`src/rtl/viterbi_pkg.sv`:
```
// Shared types and trellis helpers for the rate-1/2 Viterbi path-metric unit.
// Pure combinational functions; no state, no latency of their own.
// No flow control here. SOFT_DEC_EN adds the soft-decision branch metric.
package viterbi_pkg;

  localparam int K_DFLT  = 4;
  localparam int MW_DFLT = 8;
  localparam int NS      = 2 ** (K_DFLT - 1);

  // Path metric at the default width
  typedef logic [MW_DFLT-1:0] metric_t;

  // Encoder outputs {c0,c1} when input bit b leaves the encoder in predecessor state 'state'.
  // The encoder register is {b, state}, newest bit at the MSB.
  function automatic logic [1:0] code_bits(input int unsigned state, input logic b,
                                           input int unsigned k, input int unsigned g0,
                                           input int unsigned g1);
    logic [31:0] r;
    r = ({31'd0, b} << (k - 32'd1)) | state;
    return {^(r & g0), ^(r & g1)};
  endfunction

  // Hamming distance between two 2-bit symbols, 0..2
  function automatic logic [1:0] hamming2(input logic [1:0] a, input logic [1:0] b);
    logic [1:0] x;
    x = a ^ b;
    return {x[1] & x[0], x[1] ^ x[0]};
  endfunction

`ifdef SOFT_DEC_EN
  // Soft distance: each received value is a confidence that the bit is 1
  function automatic int unsigned soft_bm(input logic [1:0] c, input int unsigned r0,
                                          input int unsigned r1, input int unsigned sw);
    int unsigned mx;
    mx = (32'd1 << sw) - 32'd1;
    return (c[1] ? mx - r0 : r0) + (c[0] ? mx - r1 : r1);
  endfunction
`endif

endpackage

```
`src/rtl/viterbi_acs_unit.sv`:
```
// Compare-select for one trellis state: picks the surviving predecessor.
// Purely combinational, zero latency.
// No flow control; the parent decides when results are registered.
module viterbi_acs_unit #(
  parameter int MW = 8
) (
  input  logic [MW-1:0] cand0_i,
  input  logic          vld0_i,
  input  logic [MW-1:0] cand1_i,
  input  logic          vld1_i,
  output logic [MW-1:0] met_o,
  output logic          dec_o,
  output logic          vld_o
);

  // Lower candidate wins, a tie keeps predecessor 0; an unreachable state reports 0
  always_comb begin
    dec_o = 1'b0;
    met_o = '0;
    vld_o = vld0_i | vld1_i;
    if (vld0_i && vld1_i) begin
      dec_o = (cand1_i < cand0_i);
      met_o = dec_o ? cand1_i : cand0_i;
    end else if (vld1_i) begin
      dec_o = 1'b1;
      met_o = cand1_i;
    end else if (vld0_i) begin
      met_o = cand0_i;
    end
  end

endmodule

```
`src/rtl/viterbi_pmu.sv`:
```
// Path-metric unit: branch metrics, ACS per state, saturating/normalised metrics, best state.
// A symbol accepted at an edge produces its decision vector at that same edge (one register stage).
// in_ready = !out_valid | out_ready; the output register holds while stalled. Macro: SOFT_DEC_EN.
module viterbi_pmu
  import viterbi_pkg::*;
#(
  parameter int             K  = K_DFLT,
  parameter logic [K-1:0]   G0 = K'(4'b1011),
  parameter logic [K-1:0]   G1 = K'(4'b1111),
  parameter int             MW = MW_DFLT,
  parameter int             SW = 3
) (
  input  logic                  clk,
  input  logic                  rst,
  input  logic                  in_valid,
  output logic                  in_ready,
  input  logic                  frame_start,
`ifdef SOFT_DEC_EN
  input  logic [2*SW-1:0]       d_in,
`else
  input  logic [1:0]            d_in,
`endif
  output logic                  out_valid,
  input  logic                  out_ready,
  output logic [2**(K-1)-1:0]   dec_vec,
  output logic [K-2:0]          best_state,
  output logic [MW-1:0]         best_metric
);

  localparam int                N_ST     = 2 ** (K - 1);
  localparam int                HALF     = N_ST / 2;
  localparam int                DW       = $bits(d_in);
  localparam logic [MW-1:0]     M_MAX    = '1;
  localparam logic [N_ST-1:0]   VLD_INIT = {{(N_ST-1){1'b0}}, 1'b1};

  if (K < 3 || MW < 2 || MW > 30 || SW < 1) begin : g_bad_param
    $error("viterbi_pmu: unsupported parameter set");
  end

  // Metric registers and their reachability flags
  logic [MW-1:0]   met_q [N_ST];
  logic [N_ST-1:0] vld_q;

  // Output registers
  logic            out_valid_q, out_valid_d;
  logic [N_ST-1:0] dec_vec_q;
  logic [K-2:0]    best_state_q, best_state_d;
  logic [MW-1:0]   best_metric_q, best_metric_d;

  // Combinational datapath
  logic            accept;
  logic [MW-1:0]   src_met [N_ST];
  logic [N_ST-1:0] src_vld;
  logic [MW-1:0]   acs_met [N_ST];
  logic [N_ST-1:0] acs_vld;
  logic [N_ST-1:0] acs_dec;
  logic [MW-1:0]   nrm_met [N_ST];
  logic            norm_en;
  logic            found;

  function automatic logic [MW-1:0] sat_add(input logic [MW-1:0] m, input int unsigned bm);
    int unsigned sum;
    sum = {{(32-MW){1'b0}}, m} + bm;
    if (sum > {{(32-MW){1'b0}}, M_MAX}) begin
      return M_MAX;
    end
    return sum[MW-1:0];
  endfunction

  function automatic int unsigned branch_metric(input logic [1:0] c, input logic [DW-1:0] d);
`ifdef SOFT_DEC_EN
    return soft_bm(c, 32'(d[DW-1:SW]), 32'(d[SW-1:0]), SW);
`else
    return {30'd0, hamming2(c, d)};
`endif
  endfunction

  assign in_ready = !out_valid_q || out_ready;
  assign accept   = in_valid && in_ready;

  // A frame restart runs this symbol's ACS from the reset metrics instead of the stored ones
  always_comb begin
    for (int s = 0; s < N_ST; s++) begin
      src_met[s] = frame_start ? '0 : met_q[s];
    end
    src_vld = frame_start ? VLD_INIT : vld_q;
  end

  for (genvar ns = 0; ns < N_ST; ns++) begin : g_state
    // Predecessors differ only in the bit shifted out; the new input bit is the state MSB
    localparam int         P0   = (2 * ns) % N_ST;
    localparam int         P1   = P0 + 1;
    localparam logic       NB   = (ns >= HALF);
    localparam logic [1:0] C_P0 = code_bits(P0, NB, K, 32'(G0), 32'(G1));
    localparam logic [1:0] C_P1 = code_bits(P1, NB, K, 32'(G0), 32'(G1));

    logic [MW-1:0] cand0;
    logic [MW-1:0] cand1;

    // Extend both predecessor paths by their branch metric, clamped at full scale
    always_comb begin
      cand0 = sat_add(src_met[P0], branch_metric(C_P0, d_in));
      cand1 = sat_add(src_met[P1], branch_metric(C_P1, d_in));
    end

    viterbi_acs_unit #(
      .MW(MW)
    ) u_acs (
      .cand0_i (cand0),
      .vld0_i  (src_vld[P0]),
      .cand1_i (cand1),
      .vld1_i  (src_vld[P1]),
      .met_o   (acs_met[ns]),
      .dec_o   (acs_dec[ns]),
      .vld_o   (acs_vld[ns])
    );
  end

  // Once every live metric has its MSB set, drop that bit everywhere; differences are kept
  always_comb begin
    norm_en = 1'b1;
    for (int s = 0; s < N_ST; s++) begin
      if (acs_vld[s] && !acs_met[s][MW-1]) begin
        norm_en = 1'b0;
      end
    end
    for (int s = 0; s < N_ST; s++) begin
      nrm_met[s] = acs_met[s];
      if (norm_en) begin
        nrm_met[s][MW-1] = 1'b0;
      end
    end
  end

  // Smallest live metric; strict compare keeps the lowest index on ties
  always_comb begin
    found         = 1'b0;
    best_state_d  = '0;
    best_metric_d = '0;
    for (int s = 0; s < N_ST; s++) begin
      if (acs_vld[s] && (!found || nrm_met[s] < best_metric_d)) begin
        found         = 1'b1;
        best_metric_d = nrm_met[s];
        best_state_d  = (K-1)'(s);
      end
    end
  end

  // Output valid sets on acceptance and clears only when the consumer takes it
  always_comb begin
    out_valid_d = out_valid_q;
    if (accept) begin
      out_valid_d = 1'b1;
    end else if (out_ready) begin
      out_valid_d = 1'b0;
    end
  end

  // Metrics advance only on an accepted symbol
  always_ff @(posedge clk) begin
    if (rst) begin
      for (int s = 0; s < N_ST; s++) begin
        met_q[s] <= '0;
      end
      vld_q <= VLD_INIT;
    end else if (accept) begin
      for (int s = 0; s < N_ST; s++) begin
        met_q[s] <= nrm_met[s];
      end
      vld_q <= acs_vld;
    end
  end

  // Decision vector and best-state report, held while downstream stalls
  always_ff @(posedge clk) begin
    if (rst) begin
      out_valid_q   <= 1'b0;
      dec_vec_q     <= '0;
      best_state_q  <= '0;
      best_metric_q <= '0;
    end else begin
      out_valid_q <= out_valid_d;
      if (accept) begin
        dec_vec_q     <= acs_dec;
        best_state_q  <= best_state_d;
        best_metric_q <= best_metric_d;
      end
    end
  end

  assign out_valid   = out_valid_q;
  assign dec_vec     = dec_vec_q;
  assign best_state  = best_state_q;
  assign best_metric = best_metric_q;

endmodule

```
`config.mk`:
```
export PLATFORM = sky130hd
export DESIGN_NAME = viterbi_pmu
export DESIGN_NICKNAME = d
export VERILOG_FILES = /design/src/rtl/viterbi_pkg.sv /design/src/rtl/viterbi_acs_unit.sv /design/src/rtl/viterbi_pmu.sv
export SDC_FILE = /design/constraint.sdc
export NUM_CORES = 1
export LEC_CHECK = 0
export CAP_MARGIN = 20
export CELL_PAD_IN_SITES_DETAIL_PLACEMENT = 0
export CELL_PAD_IN_SITES_GLOBAL_PLACEMENT = 1
export CORE_MARGIN = 1.5
export CORE_UTILIZATION = 49
export DETAILED_ROUTE_END_ITERATION = 10
export PLACE_DENSITY = 0.83
export SYNTH_ARGS = -nofsm -noshare
export SYNTH_HDL_FRONTEND = slang
export SYNTH_HIERARCHICAL = 1
export SYNTH_SLANG_ARGS = --single-unit
```
`constraint.sdc`:
```
create_clock -name clk -period 21.8 [get_ports clk]
set_clock_uncertainty 0.05 [all_clocks]
set_input_delay 4.36 -clock clk [delete_from_list [all_inputs] [get_ports clk]]
set_output_delay 4.36 -clock clk [all_outputs]
set_load 0.05 [all_outputs]
```
==> results of run 1 <==
## flip-flops by register name (all words and copies together) (netlist names)
register     cells
met_q           64
best_metric      8
dec_vec          8
vld_q            8
best_state       3
out_valid        1
## logic make-up after synthesis
| logic type | after synthesis | share of synthesized area |
|---|---|---|
| XOR/XNOR | 49 | 0.0366 |
| adder cells (fa/ha/maj) | 149 | 0.169 |
| flip-flops | 92 | 0.211 |
| buffers and inverters | 161 | 0.0577 |
| AND/OR/NAND/NOR | 577 | 0.250 |
| multiplexers | 23 | 0.0208 |
| AO/OA/AOI/OAI | 390 | 0.255 |
## worst paths after layout
path	start	end	slack, ns
worst max register to register	met_q[1][17]	best_metric[2]	5.67
worst min register to register	vld_q[1]	vld_q[1]	0.40
worst min-delay path	vld_q[1]	vld_q[1]	0.40
worst max-delay path	d_in[0]	best_metric[2]	1.12
## worst min-delay path, cell delays in order (launching register included)
cell and delay, ns:
dfxtp_1 0.31, nand2_1 0.05, a21oi_1 0.05
## through the flow
| step | TNS [ns] | hold slack, ns |
|---|---|---|
| final | 0 | 0.401 |
| after global routing | 0 | 0.421 |
| after CTS | 0 | 0.403 |
| after detailed placement | -0.531 | 0.392 |
| after global placement | 0 | 0.387 |
| after floorplan | 0 | 0.378 |
## report_power, final
| group | internal [mW] | leakage (nW) | switching [mW] |
|---|---|---|---|
| clock | 0.0818 | 0.149 | 0.0868 |
| sequential | 0.197 | 0.933 | 0.00958 |
| combinational | 0.0964 | 4.03 | 0.150 |
| total | 0.375 | 5.11 | 0.246 |
## timing repair
item | in CTS | in global routing
gates resized for setup | 0 | 21
setup buffers | 0 | 6
endpoints found under the setup margin | 0 | 11
## cell type report
cell class | count | area [um^2]
Antenna cell | 1 | 2.50
Multi-Input combinational cell | 1190 | 8670
Timing Repair Buffer | 51 | 455
Inverter | 111 | 417
Sequential cell | 92 | 2480
Clock inverter | 7 | 81.3
Tap cell | 319 | 399
Fill cell | 2265 | 10700
Clock buffer | 9 | 225
## cells in the mapped netlist, drive strengths merged, types with 32 or more instances
cell type / count
nor2b: 75
and2: 38
nand2b: 63
nor2: 89
nand3: 55
clkbuf: 32
xnor2: 32
inv: 111
nand2: 153
o21ai: 77
a22o: 72
a21oi: 84
edfxtp: 64
ha: 133
nor3: 37
## routing by layer
layer	up-vias	GRT usage	share of wire
met5	-	0	0
met4	0	0.0791	0.020
met3	50	0.0364	0.074
met2	423	0.461	0.44
met1	5223	0.434	0.47
li1	5244	-	-
==> impl_metrics.tcl, run 1 <==
set metrics [dict create \
    power_uw 621 \
    slowest_delay_ns 0.56 \
    start_util 0.500 \
    clk_latency_ns 0.37 \
    grt_first_pass_wirelength_mm 56.1 \
    ys.flop_type "edfxtp_1" \
    synth_largest_area_cell "edfxtp_1" \
    synthCells 1441 \
    critical_path_depth 74 \
    fin_crit_sh 0.948 \
    die_x_um 158 \
    hold_depth 2 \
    slowest_stage "or4_1" \
    cts_tree "built" \
    cts_sinks 92 \
    slew_headroom 0.398 \
    numCtsBuffers 9 \
    syn_area_mm2 0.0117 \
    cp.required_ns 22.04 \
    mostFrequentLayoutCells "nand2_1 (152), ha_1 (132), inv_1 (111), nor2_1 (88), a21oi_1 (81)" \
    arrival_ns 20.92 \
    clockBufferDepth 2 \
    grt_pass1_vias 9921 \
    critPathLaunchType "input port" \
    fin_crit_ns 20.68 \
    cp_num_buf_inv 7 \
    async_flop_share 0 \
    track_usage 0.298 \
    h-tree-depth 3 \
    final_area_mm2 0.0127 \
    setup_viol 0 \
    ys_warn_count 6 \
    finalWirelength_mm 37.1 \
    syn_nets 1597 \
    drv_cap 0 \
    place_ws_ns -0.0945 \
    crit_top_cell "ha_1" \
    p_per_area_mw_per_mm2 48.8 \
    fin_cells 1780 \
    num_io_pins 28 \
    synth.avg_cell_area_um2 8.15 \
    drive_gt1_frac 0.0801 \
    status "complete, no violations" \
    drc 0 \
    cts_root_buffer "clkbuf_16" \
    r2r_cells 72 \
    layout_commonest_cell "nand2_1" \
    tightestPinTransition_ns 0.902 \
    grt_overflow 0 \
    p_leak_nw 5.11 \
    syn_to_final_growth_pct 8.48 \
    vias_per_cell 6.15 \
    cp_top_family "compound AO/OA/AOI/OAI gates" \
    core_area_mm2 0.0235 \
    fmax_mhz 48.4 \
    end_kind "register" \
    num_rows 56 \
    numPortBuffers 27 \
    die_area_mm2 0.0249 \
    seq_area_frac_synth 0.211 \
    nNetsFinal 1611 \
    antenna_found_initial 0 \
    yosys_register_bits 92 \
    synthTopCellsByArea "edfxtp_1 (16%), ha_1 (14%), a22o_1 (5.4%)" \
    drt-wirelength-per-cell_um 20.9 \
    synth_top_area_share 0.164 \
    holdBufCountCts 0 \
    vias 10900 \
    critPathKind "input port to register" \
    final_core_util 0.543 \
    path_max_fanout 13 \
    synth-edff-count 64 \
    die_h_um 158 \
    rsz0062_at_grt "no" \
    hold_viol_final 0 \
    hp-class "register to register" \
    grt_max_degree 65 \
    placed_area_mm2 0.0123 \
    firstDrtPassIters 5 \
    drt-initial-drc-count 1050 \
    gp_congestion 0.953 \
    final.setup.worst_slack_ns 1.12 \
    ys_types 74 \
    ant_nets 0 \
    place_inst 1755 \
    ir_drop_v 0.0000345 \
    clk_pin_slew_ns 0.08 \
    dp_hpwl_mm 28.7 \
    slew_viol_final 0 \
]
(Power assumes the default switching activity.)
==> run 2: changes to the inputs <==
--- a/config.mk
+++ b/config.mk
@@ -8,7 +8,7 @@
 export CAP_MARGIN = 20
 export CELL_PAD_IN_SITES_DETAIL_PLACEMENT = 0
 export CELL_PAD_IN_SITES_GLOBAL_PLACEMENT = 1
-export CORE_MARGIN = 1.5
+export CORE_ASPECT_RATIO = 1.5
 export CORE_UTILIZATION = 49
 export DETAILED_ROUTE_END_ITERATION = 10
 export PLACE_DENSITY = 0.83
==> run 2 against run 1 <==
Effect of this change:
- count of clock-buffer cells in the layout rose by 1
- via count fell by 1.8%
- die area fell by 1.2%
- clock power fell by 3%
- largest cell class unchanged
- worst hold slack barely moved
- flip-flop and latch count did not move
- combinational power barely moved
- routed wire length rose by 0.87%
- worst setup slack got worse by 0.056 ns
==> impl_metrics.tcl, run 2 (same netlist as run 1, synthesis figures left out) <==
set metrics [dict create \
    ant_nets 0 \
    cts_sinks 92 \
    power_uw 616 \
    num_rows 69 \
    finalWirelength_mm 37.5 \
    end_kind "register" \
    gp_congestion 0.932 \
    num_io_pins 28 \
    hold_viol_final 0 \
    grt_overflow 0 \
    tightestPinTransition_ns 0.876 \
    slowest_stage "or4_1" \
    die_x_um 128 \
    critPathLaunchType "input port" \
    layout_commonest_cell "nand2_1" \
    track_usage 0.313 \
    vias 10700 \
    die_h_um 192 \
    fin_crit_ns 20.73 \
    clockBufferDepth 2 \
    rr_endpoint "best_metric[1]" \
    cp.required_ns 22.01 \
    status "complete, no violations" \
    mostFrequentLayoutCells "nand2_1 (153), ha_1 (132), inv_1 (110), nor2_1 (88), a21oi_1 (83)" \
    grt_pass1_vias 10500 \
    cp_top_family "compound AO/OA/AOI/OAI gates" \
    r2r_cells 69 \
    fin_crit_sh 0.951 \
    drt-wirelength-per-cell_um 21.0 \
    place_ws_ns -0.192 \
    cts_root_buffer "clkbuf_16" \
    fmax_mhz 48.2 \
    largest_reg_flops 64 \
    ir_drop_v 0.0000459 \
    drt-initial-drc-count 635 \
    crit_path_end "best_metric[1]" \
    numCtsBuffers 9 \
    critPathLaunch "d_in[0]" \
    grt_max_degree 65 \
    critical_path_depth 69 \
    setup_viol 0 \
    path_max_fanout 13 \
    h-tree-depth 3 \
    die_area_mm2 0.0246 \
    cp_num_buf_inv 9 \
    clk_latency_ns 0.37 \
    register_area_mm2 0.00248 \
    cts_tree "built" \
    slew_viol_final 0 \
    drc 0 \
    dp_hpwl_mm 30.2 \
    p_per_area_mw_per_mm2 48.1 \
    nNetsFinal 1612 \
    rr_startpoint "met_q[0][17]" \
    p_leak_nw 5.12 \
    grt_first_pass_wirelength_mm 57.6 \
    multi_input_area_mm2 0.00872 \
    vias_per_cell 6.03 \
    core_area_mm2 0.0236 \
    drive_gt1_frac 0.0815 \
    antenna_cells 0 \
    drv_cap 0 \
    slowest_delay_ns 0.59 \
    reg2reg_slack_ns 5.51 \
    holdBufCountCts 0 \
    arrival_ns 20.95 \
    clk_pin_slew_ns 0.06 \
    nFillCells 2285 \
    critPathKind "input port to register" \
    numPortBuffers 27 \
    max_flop_register "met_q" \
    syn_to_final_growth_pct 8.95 \
    firstDrtPassIters 7 \
    hp-class "register to register" \
    antenna_found_initial 0 \
    slew_headroom 0.416 \
    crit_top_cell "ha_1" \
    start_util 0.498 \
    final.setup.worst_slack_ns 1.07 \
]
[run 2: cell count changes in the layout (fill, tap and decap cells not counted), moves of 2 or more]
cell and delta:
a21oi_1 +2, a21oi_2 -2, buf_4 +2, clkinv_8 -2, inv_8 -2
[run 2: how the worst min path moves through the flow]
stage                     endpoint      from  slack [ns]  cells after the start
after floorplan           vld_q[0]  vld_q[0]        0.38                      1
after global placement    vld_q[0]  vld_q[0]        0.39                      1
after detailed placement  vld_q[4]  vld_q[4]        0.39                      2
after CTS                 vld_q[4]  vld_q[4]        0.40                      2
after global routing      vld_q[3]  vld_q[3]        0.42                      2
final                     vld_q[4]  vld_q[4]        0.40                      2
[run 2: final cells by class]
cell class,count,area share
Timing Repair Buffer,53,0.0368
Clock buffer,10,0.0179
Clock inverter,6,0.00567
Sequential cell,92,0.194
Inverter,111,0.0326
Tap cell,319,0.0312
Multi-Input combinational cell,1189,0.682
[run 2: worst reg2reg max path, delay by kind of cell, from the launching register on]
kind,cells,cell delay [ns]
adder cells (fa/ha/maj),9,2.70
multiplexers,2,0.57
XOR/XNOR,1,0.15
AND/OR/NAND/NOR,16,3.44
buffers and inverters,6,0.88
AO/OA/AOI/OAI,35,8.03
flip-flops,1,0.36
[run 2: timing repair]
action	4_1_cts	5_1_grt
endpoints found under the setup margin	0	11
setup buffers	0	9
resized for setup	0	29
[run 2: through the flow]
step	hold slack, ns	setup TNS (ns)	utilization	cell area (um^2)	std cells
after global routing	0.422	-0.00346	0.543	12800	1780
final	0.400	0	0.543	12800	1780
after floorplan	0.378	0	-	11700	1441
after global placement	0.386	0	0.521	12300	1754
after detailed placement	0.393	-1.08	0.521	12300	1754
after CTS	0.403	0	0.533	12600	1770
[run 2: layer usage]
layer	wire length [um]	global-route usage	up-vias
met5	0	0	-
met1	14200	0.326	5142
met3	943	0.0294	118
met2	19200	0.573	238
met4	3130	0.243	0
li1	-	-	5241
[run 2: power breakdown]
| group | internal (mW) | switching (mW) |
|---|---|---|
| clock | 0.0900 | 0.0741 |
| combinational | 0.0977 | 0.149 |
| sequential | 0.197 | 0.00842 |
==> run 3: changes to the inputs <==
--- a/config.mk
+++ b/config.mk
@@ -9,8 +9,10 @@
 export CELL_PAD_IN_SITES_DETAIL_PLACEMENT = 0
 export CELL_PAD_IN_SITES_GLOBAL_PLACEMENT = 1
 export CORE_ASPECT_RATIO = 1.5
+export CORE_MARGIN = 2
 export CORE_UTILIZATION = 49
 export DETAILED_ROUTE_END_ITERATION = 10
+export GPL_TIMING_DRIVEN = 1
 export PLACE_DENSITY = 0.83
 export SYNTH_ARGS = -nofsm -noshare
 export SYNTH_HDL_FRONTEND = slang
==> run 3 against run 2 <==
Effect of this change:
- combinational power barely moved
- clock power fell by 4%
- maximum frequency rose by 0.31%
- largest power group unchanged
- core utilization fell by 0.14 points
- critical path depth rose by 3
- die area rose by 2.6%
==> impl_metrics.tcl, run 3 (same netlist as run 1, synthesis figures left out) <==
set metrics [dict create \
    globalRouteMet3Util 0.0326 \
    drt-wirelength-per-cell_um 21.3 \
    p_leak_nw 5.14 \
    hp-class "register to register" \
    drive_gt1_frac 0.0861 \
    firstDrtPassIters 5 \
    clk_latency_ns 0.37 \
    nNetsFinal 1614 \
    drt-initial-drc-count 637 \
    arrival_ns 20.90 \
    ir_drop_v 0.0000549 \
    tightestPinTransition_ns 0.781 \
    start_util 0.496 \
    setup_viol 0 \
    grt_util_met1 0.329 \
    fmax_mhz 48.4 \
    p_per_area_mw_per_mm2 47.6 \
    slew_headroom 0.478 \
    cts_tree "built" \
    finalWirelength_mm 37.9 \
    path_max_fanout 13 \
    antenna_found_initial 0 \
    fin_cells 1782 \
    cp_num_buf_inv 7 \
    mostFrequentLayoutCells "nand2_1 (153), ha_1 (131), inv_1 (111), nor2_1 (87), a21oi_1 (82)" \
    ant_nets 0 \
    vias 10800 \
    place_inst 1756 \
    placed_area_mm2 0.0123 \
    largest_reg_flops 64 \
    vias_per_cell 6.08 \
    die_area_mm2 0.0252 \
    fin_crit_sh 0.948 \
    cp.required_ns 22.03 \
    hold_viol_final 0 \
    fin_crit_ns 20.67 \
    slew_viol_final 0 \
    antenna_cells 0 \
    numPortBuffers 27 \
    end_kind "register" \
    final_area_mm2 0.0128 \
    register_area_mm2 0.00248 \
    num_io_pins 28 \
    numCtsBuffers 9 \
    slowest_stage "ha_1" \
    drc 0 \
    nFillCells 2312 \
    die_h_um 194 \
    critPathLaunchType "input port" \
    syn_to_final_growth_pct 9.07 \
    grt_pass1_vias 10700 \
    clk_pin_slew_ns 0.07 \
    critPathKind "input port to register" \
    crit_top_cell "ha_1" \
    grt_first_pass_wirelength_mm 58.6 \
    busiest_layer "met2" \
    h-tree-depth 3 \
    grtUsageMet2 0.520 \
    track_usage 0.305 \
    status "complete, no violations" \
    grt_max_degree 61 \
    core_area_mm2 0.0237 \
    max_flop_register "met_q" \
    clockBufferDepth 2 \
    multi_input_area_mm2 0.00876 \
    cp_top_family "compound AO/OA/AOI/OAI gates" \
    final_core_util 0.541 \
    dp_hpwl_mm 30.5 \
    die_x_um 130 \
    place_ws_ns -0.236 \
    num_rows 69 \
    final.setup.worst_slack_ns 1.13 \
    slowest_delay_ns 0.62 \
    cts_sinks 92 \
    drv_cap 0 \
    gp_congestion 1.02 \
    layout_commonest_cell "nand2_1" \
    cts_root_buffer "clkbuf_16" \
    grt_overflow 0 \
]
run 3: cell types whose count changed in the layout (fill, tap and decap cells not counted), moves of 2 or more:
cell / previous run / this run
o32a_2: 7 / 4
nor2_2: 0 / 2
clkinv_4: 3 / 1
buf_4: 26 / 28
o32a_4: 1 / 4
run 3: tightest hold or removal path, cell delays in order (launching register included):
cell	delay, ns
dfxtp_1	0.31
nand2_1	0.05
a21oi_1	0.05
run 3: area by class of cell:
class / instances / share of cell area
Timing Repair Buffer: 54 / 0.0364
Inverter: 111 / 0.0325
Sequential cell: 92 / 0.194
Clock inverter: 7 / 0.00450
Clock buffer: 9 / 0.0176
Multi-Input combinational cell: 1190 / 0.684
Tap cell: 319 / 0.0312
run 3: metal layers:
layer	part of all wire	vias up	wire length [um]
li1	-	5253	-
met1	0.37	5146	14100
met2	0.50	292	19000
met3	0.032	135	1210
met4	0.095	0	3620
met5	0	-	0
run 3: stage by stage:
step | hold WS [ns] | setup TNS, ns | total power, mW
global route | 0.424 | -0.257 | 0.644
finish | 0.400 | 0 | 0.609
global placement | 0.386 | 0 | 0.442
CTS | 0.403 | 0 | 0.601
detailed placement | 0.393 | -1.68 | 0.445
floorplan | 0.378 | 0 | 0.386
run 3: final timing paths:
| path | depth (start not counted) | slack, ns | startpoint | to |
|---|---|---|---|---|
| worst min-delay path | 2 | 0.40 | vld_q[4] | vld_q[4] |
| worst max-delay path | 72 | 1.13 | d_in[1] | best_metric[2] |
| worst max register to register | 71 | 5.61 | met_q[0][1] | best_metric[2] |
| worst min register to register | 2 | 0.40 | vld_q[4] | vld_q[4] |
run 3: what timing repair did:
action,4_1_cts,5_1_grt
endpoints found under the setup margin,0,11
buffers inserted,0,8
hold endpoints to repair,0,0
resized for setup,0,34
hold buffers,0,0
run 3: power breakdown:
group / internal, mW / total (mW) / switching [mW]
combinational: 0.0969 / 0.247 / 0.150
clock: 0.0790 / 0.157 / 0.0780
sequential: 0.197 / 0.206 / 0.00874
